## config.mk

```make
export PLATFORM = sky130hd
export DESIGN_NAME = sequence_recorder
export DESIGN_NICKNAME = d
export VERILOG_FILES = /design/src/rtl/game_pkg.sv /design/src/rtl/key_debouncer.sv /design/src/rtl/sequence_recorder.sv
export SDC_FILE = /design/constraint.sdc
export NUM_CORES = 1
export LEC_CHECK = 0
export ABC_CLOCK_PERIOD_IN_PS = 9950
export CORE_MARGIN = 3
export CORE_UTILIZATION = 60
export CTS_CLUSTER_SIZE = 24
export DETAILED_ROUTE_END_ITERATION = 12
export GPL_ROUTABILITY_DRIVEN = 0
export GPL_TIMING_DRIVEN = 0
export PLACE_DENSITY = 0.9
export SLEW_MARGIN = 15
export SYNTH_ARGS = -nofsm -noshare
export SYNTH_HDL_FRONTEND = slang
export SYNTH_SLANG_ARGS = --single-unit
```

## constraint.sdc

```tcl
create_clock -name clk -period 9.95 [get_ports clk]
set_input_delay 1.4925 -clock clk [delete_from_list [all_inputs] [get_ports clk]]
set_output_delay 1.4925 -clock clk [all_outputs]
set_load 0.01 [all_outputs]
```

## src/rtl/game_pkg.sv

```systemverilog
// Types and helpers shared by the recorder, playback and response blocks.
// Covers the recorder FSM states, the note and level widths, and a one-hot test.
package game_pkg;

  localparam int NOTE_W  = 4;
  localparam int LEVEL_W = 32;

  typedef enum logic [2:0] {
    IDLE         = 3'd0,
    WAIT_PRESS   = 3'd1,
    WAIT_RELEASE = 3'd2,
    DONE         = 3'd3
  } state_e;

  function automatic logic is_one_hot(input logic [NOTE_W-1:0] v);
    return (v != '0) && ((v & (v - NOTE_W'(1))) == '0);
  endfunction

endpackage

```

## src/rtl/key_debouncer.sv

```systemverilog
// Two-flop synchronizer plus stability counter for a vector of active-high keys.
// The output takes the synchronized value once it has held for DEBOUNCE_CYCLES cycles.
module key_debouncer #(
  parameter int WIDTH           = 4,
  parameter int DEBOUNCE_CYCLES = 250000
) (
  input  logic             clk,
  input  logic             reset,
  input  logic [WIDTH-1:0] keys_raw,
  output logic [WIDTH-1:0] keys
);

  localparam int              CNT_W   = $clog2(DEBOUNCE_CYCLES + 1);
  localparam logic [CNT_W-1:0] CNT_MAX = CNT_W'(DEBOUNCE_CYCLES);
  localparam logic [CNT_W-1:0] CNT_ONE = CNT_W'(1);

  logic [WIDTH-1:0] meta_q, sync_q;
  logic [WIDTH-1:0] keys_q, keys_d;
  logic [CNT_W-1:0] cnt_q, cnt_d;

  // cnt_q is how many cycles sync_q has held its current value, saturating at CNT_MAX.
  always_comb begin
    // NOTE: every always_comb output gets a default first, so no path can infer a latch.
    cnt_d  = cnt_q;
    keys_d = keys_q;
    if (meta_q != sync_q) begin
      cnt_d = CNT_ONE;
    end else if (cnt_q != CNT_MAX) begin
      cnt_d = cnt_q + CNT_ONE;
    end
    if (cnt_q == CNT_MAX) begin
      keys_d = sync_q;
    end
  end

  // NOTE: sequential state uses non-blocking assignments so all flops update together.
  always_ff @(posedge clk or posedge reset) begin
    if (reset) begin
      meta_q <= '0;
      sync_q <= '0;
      keys_q <= '0;
      cnt_q  <= '0;
    end else begin
      meta_q <= keys_raw;
      sync_q <= meta_q;
      keys_q <= keys_d;
      cnt_q  <= cnt_d;
    end
  end

  assign keys = keys_q;

endmodule

```

## src/rtl/sequence_recorder.sv

```systemverilog
// Records a player-entered note sequence from the push-buttons.
// The result is packed as a level word (first note in [31:28]) plus a note count.
module sequence_recorder
  import game_pkg::*;
#(
  parameter int MAX_NOTES       = 8,
  parameter int DEBOUNCE_CYCLES = 250000,
  parameter int TIMEOUT_CYCLES  = 100000000
) (
  input  logic               clk,
  input  logic               reset,
  input  logic               start_record,
  input  logic               finish_record,
  input  logic               consume,
  input  logic [NOTE_W-1:0]  keys_n,
  output logic [LEVEL_W-1:0] level_data,
  output logic [3:0]         level_length,
  output logic               level_valid,
  output logic               recording,
  output logic               note_captured,
  output logic [NOTE_W-1:0]  captured_note,
  output logic               note_error,
  output logic [2:0]         state_out
);

  localparam logic [3:0]  MAX_LEN  = 4'(MAX_NOTES);
  localparam logic [31:0] TMO_LAST = 32'(TIMEOUT_CYCLES - 1);

  logic [NOTE_W-1:0] keys;

  key_debouncer #(
    .WIDTH          (NOTE_W),
    .DEBOUNCE_CYCLES(DEBOUNCE_CYCLES)
  ) u_key_debouncer (
    .clk     (clk),
    .reset   (reset),
    .keys_raw(~keys_n),
    .keys    (keys)
  );

  state_e             state_q, state_d;
  logic [LEVEL_W-1:0] data_q, data_d;
  logic [3:0]         len_q, len_d;
  logic [31:0]        tmo_q, tmo_d;
  logic               pend_q, pend_d;
  logic               cap_q, cap_d;
  logic [NOTE_W-1:0]  note_q, note_d;
  logic               err_q, err_d;

  logic [2:0] nib_idx;
  logic       has_notes;

  assign nib_idx   = 3'(4'd7 - len_q);
  assign has_notes = (len_q != 4'd0);

  always_comb begin
    state_d = state_q;
    data_d  = data_q;
    len_d   = len_q;
    tmo_d   = tmo_q;
    pend_d  = pend_q;
    cap_d   = 1'b0;
    note_d  = note_q;
    err_d   = 1'b0;

    if (start_record) begin
      state_d = WAIT_PRESS;
      data_d  = '0;
      len_d   = 4'd0;
      tmo_d   = 32'd0;
      pend_d  = 1'b0;
    end else begin
      case (state_q)
        IDLE: ;
        WAIT_PRESS: begin
          if (keys != '0) begin
            if (is_one_hot(keys)) begin
              data_d[{nib_idx, 2'b00} +: NOTE_W] = keys;
              len_d  = len_q + 4'd1;
              cap_d  = 1'b1;
              note_d = keys;
            end else begin
              err_d = 1'b1;
            end
            pend_d  = finish_record;
            state_d = WAIT_RELEASE;
          end else if (finish_record) begin
            state_d = has_notes ? DONE : IDLE;
          end else if (has_notes) begin
            if (tmo_q >= TMO_LAST) begin
              state_d = DONE;
            end else begin
              tmo_d = (tmo_q == '1) ? tmo_q : tmo_q + 32'd1;
            end
          end
        end
        WAIT_RELEASE: begin
          pend_d = pend_q | finish_record;
          if (keys == '0) begin
            // A finish seen during the press is honoured only now, after release.
            pend_d = 1'b0;
            if (pend_q || finish_record) begin
              state_d = has_notes ? DONE : IDLE;
            end else if (len_q == MAX_LEN) begin
              state_d = DONE;
            end else begin
              state_d = WAIT_PRESS;
              tmo_d   = 32'd0;
            end
          end
        end
        DONE: begin
          if (consume) state_d = IDLE;
        end
        default: state_d = IDLE;
      endcase
    end
  end

  always_ff @(posedge clk or posedge reset) begin
    if (reset) begin
      state_q <= IDLE;
      data_q  <= '0;
      len_q   <= 4'd0;
      tmo_q   <= 32'd0;
      pend_q  <= 1'b0;
      cap_q   <= 1'b0;
      note_q  <= '0;
      err_q   <= 1'b0;
    end else begin
      state_q <= state_d;
      data_q  <= data_d;
      len_q   <= len_d;
      tmo_q   <= tmo_d;
      pend_q  <= pend_d;
      cap_q   <= cap_d;
      note_q  <= note_d;
      err_q   <= err_d;
    end
  end

  assign level_data    = data_q;
  assign level_length  = len_q;
  assign level_valid   = (state_q == DONE);
  assign recording     = (state_q == WAIT_PRESS) || (state_q == WAIT_RELEASE);
  assign note_captured = cap_q;
  assign captured_note = note_q;
  assign note_error    = err_q;
  assign state_out     = state_q;

endmodule

```

==> results.py <==
metrics = {
    "status": {
        "outcome": "finished clean",
    },
    "power": {
        "p_int_uw": 574.9,
        "power.share.sequential_pct": 55.6,
        "switching_power_uw": 223.8,
        "total_leakage_power_nw": 2.802,
        "power.share.combinational_pct": 12.5,
        "highest_ir_drop_seen_on_vdd_v": 0.00008676,
        "switching_share_pct": 28.02,
        "share_clk_of_total_power_pct": 31.9,
        "power_per_cell_area_nw_per_um2": 126.7,
    },
    "finish": {
        "final_layout_size_suffix_gt1_share_pct": 5.949,
        "stdcell_count": 727,
        "layout-area-overhead-vs-synth_pct": 16.57,
        "antenna_cells": 0,
        "final_nets": 637,
        "filler_cell_count": 586,
        "total_area_of_sequential_cells_um2": 2678,
        "multi_input_comb_area_um2": 2494,
    },
    "timing": {
        "layout_min_cycle_time_ps": 3926,
        "final.period_utilization_pct": 39.46,
        "transition_time_at_the_pin_with_the_least_slew_margin_ps": 889.7,
        "unrepaired_setup_endpoints_after_global_routing": "no",
        "finalSetupTns_ps": 0,
        "max_freq_ghz": 0.2547,
        "maxSlewViolCount": 0,
        "slew_headroom_pct": 40.19,
        "timing.clock.skew_ps": 19.37,
        "setup_violations": 0,
        "timing.final.hold_violations": 0,
    },
    "synth": {
        "synthesis.area_per_instance_um2": 9.792,
        "synthesis.nets": 571,
        "seq_area_frac_synth_pct": 49.54,
        "synth-main-ff-cell": "dfrtp_1",
        "area_contributors_post_synth": "dfrtp_1 (50%), mux2i_1 (6.5%), nor2_1 (4.6%)",
        "yosys.area.top_type": "dfrtp_1",
        "mappedNetlistArea_um2": 5405,
        "post_synth_inst_count": 552,
        "netlist-cell-type-count": 55,
        "synth_warnings": 0,
        "yosysTopAreaCellShare_pct": 49.54,
        "number_of_flops_mapped_to_enable_cells_by_yosys": 0,
        "postSynthRegisterBits": 107,
        "async_reset_ff_share_pct": 100.0,
    },
    "global_routing": {
        "first_global_vias": 4558,
        "grt_use_total_pct": 26.56,
        "global_route_wire_length_before_repair_mm": 21.63,
        "grt_max_degree": 57,
        "antenna_found_initial": 0,
        "grt-ovfl-total": 0,
    },
    "placement": {
        "port_buffers": 54,
        "placed_wire_length_estimate_mm": 8.733,
        "placed_cells": 712,
    },
    "worst_setup_path": {
        "worst_setup_path_end_kind": "flip-flop",
        "kind_of_critical_path": "in2reg",
        "cp-start-kind": "input port",
        "worstPathMaxFanout": 10,
        "cp_data_arrival_time_ps": 4200,
        "cp.required_ps": 10220,
    },
    "die": {
        "core_area_um2": 8464,
        "die_area_um2": 10180,
        "std_cell_rows": 33,
        "pin_count": 56,
        "die_h_um": 100.9,
        "die_w_um": 100.9,
        "floorplan.initialDensity_pct": 63.86,
    },
    "clock_network": {
        "clkTransAtPathRegs_ps": 110,
        "cts_htree_levels": 3,
        "maximum_number_of_buffers_from_clock_root_to_sink": 2,
        "clkLatencyLatePin_ps": 380,
        "tritoncts.num_buffers": 9,
        "numClockSinks": 107,
        "hold_buffers": 0,
        "tritoncts_clock_tree": "built",
        "cts-root-buf": "clkbuf_8",
        "post_cts.repair.setup_buffers": 0,
        "cts_repair_resize_count": 0,
    },
    "routing": {
        "wl_final_mm": 12.55,
        "post-route-drc-count": 0,
        "number_of_vias_per_cell_after_detailed_routing": 6.169,
        "detail_route.iter0.violations": 280,
        "ant_nets": 0,
        "drtPass1Iterations": 5,
        "route.detailed.wl_per_inst_um": 17.27,
        "num_vias": 4485,
    },
    "hold_path": {
        "hp-class": "reg2reg",
    },
    "run": {
        "max-cap-violations": 0,
    },
}
-- area by class of cell --
cell class | count | area share [%]
buffer | 31 | 2.502
clock inverter | 6 | 0.9730
tap | 105 | 2.085
timing repair buffer | 55 | 9.015
multi-input combinational | 392 | 39.58
inverter | 22 | 1.390
clock buffer | 9 | 1.966
sequential | 107 | 42.49
-- final timing paths --
kind,from,end,slack (ps),cells after the start
worst max-delay path,finish_record,tmo_q[25],6020,7
worst min-delay path,u_key_debouncer.meta_q[1],u_key_debouncer.sync_q[1],410,0
worst max register to register,level_length[0],tmo_q[25],6900,9
worst min register to register,u_key_debouncer.meta_q[1],u_key_debouncer.sync_q[1],410,0
max in group asynchronous,reset,tmo_q[16],7810,3
min in group asynchronous,reset,u_key_debouncer.cnt_q[9],1510,2
-- power by group through the flow --
stage	sequential [mW]	clock (mW)	combinational, mW
floorplan	0.453	0	0.0635
global placement	0.452	0	0.0941
CTS	0.444	0.257	0.100
global route	0.445	0.277	0.111
finish	0.444	0.254	0.100
detailed placement	0.453	0	0.0991
-- metrics by stage --
stage	utilization [%]	hold slack [ps]	instance area (µm²)	power (mW)	worst slack, ps
6_report	74.44	409.2	6301	0.7987	6024
2_1_floorplan	-	372.7	5405	0.5166	5640
4_1_cts	74.37	411.1	6295	0.8016	6113
5_1_grt	74.44	439.4	6301	0.8329	5970
3_3_place_gp	71.80	381.3	6077	0.5464	4202
3_5_place_dp	72.18	384.4	6110	0.5518	5729
-- cells in the mapped netlist (2+ instances only) --
master,instances
nor2b_1,2
o2bb2ai_1,2
o21ai_1,17
a21o_1,24
nor4_2,2
clkbuf_1,24
o211a_1,2
o21a_1,2
nand3_1,23
or4_1,2
dfrtp_1,107
or2_2,2
nor3_1,25
mux2i_1,35
o22ai_1,6
nor4_1,16
nand3b_1,2
o211ai_1,2
a21oi_1,10
xor2_1,9
xnor2_1,12
nand2_1,39
nor3b_1,4
and3_1,10
o21ai_0,16
and2_1,6
nand2b_1,6
inv_1,22
or3b_2,2
ha_1,10
o311ai_0,2
nand4_1,12
nor2_1,66
a32o_1,2
buf_6,5
or3_1,5
-- registers in the layout, indices dropped and copies added, names as in the netlist --
| register | count |
|---|---|
| level_data | 32 |
| tmo_q | 32 |
| u_key_debouncer.cnt_q | 18 |
| captured_note | 4 |
| level_length | 4 |
| u_key_debouncer.keys | 4 |
| u_key_debouncer.meta_q | 4 |
| u_key_debouncer.sync_q | 4 |
| state_out | 2 |
| note_captured | 1 |
| note_error | 1 |
| pend_q | 1 |
-- cell families after synthesis --
group,after synthesis,synth area share (%)
AOI/OAI and AO/OA,94,11.99
xor gates and xnor gates,21,3.403
and+or+nand+nor,230,21.55
muxes,36,6.690
DFF,107,49.54
other,1,0.06938
buffers and inverters,53,4.444
adders and majority gates,10,2.315
-- cell usage in the layout (no fill, tap or decap), types with 3 or more instances in the layout --
master | Yosys | routed
a21o_1 | 24 | 24
a21oi_1 | 10 | 10
and2_1 | 6 | 6
and3_1 | 10 | 10
buf_6 | 5 | 5
clkbuf_1 | 24 | 24
clkbuf_8 | 0 | 9
clkdlybuf4s50_1 | 0 | 54
dfrtp_1 | 107 | 107
ha_1 | 10 | 10
inv_1 | 22 | 21
mux2i_1 | 35 | 35
nand2_1 | 39 | 39
nand2b_1 | 6 | 6
nand3_1 | 23 | 23
nand4_1 | 12 | 12
nor2_1 | 66 | 66
nor3_1 | 25 | 25
nor3b_1 | 4 | 4
nor4_1 | 16 | 15
nor4_2 | 2 | 3
o21ai_0 | 16 | 16
o21ai_1 | 17 | 17
o22ai_1 | 6 | 6
or3_1 | 5 | 5
xnor2_1 | 12 | 12
xor2_1 | 9 | 9
-- metal layers --
metal  GRT usage (%)  up-vias  wire, µm
li1                -     2077         -
met4           11.76        0       365
met2           42.68      182      6113
met1           33.49     2189      5217
met3           7.612       37       856
met5               0        -         0
-- worst max-delay path, cell delays in order --
cell and delay, ps:
clkdlybuf4s50_1 530, or3b_2 510, a211o_4 350, o21ai_1 450
clkbuf_1 490, o21ai_1 180, a21o_1 200
(Power assumes the default switching activity.)
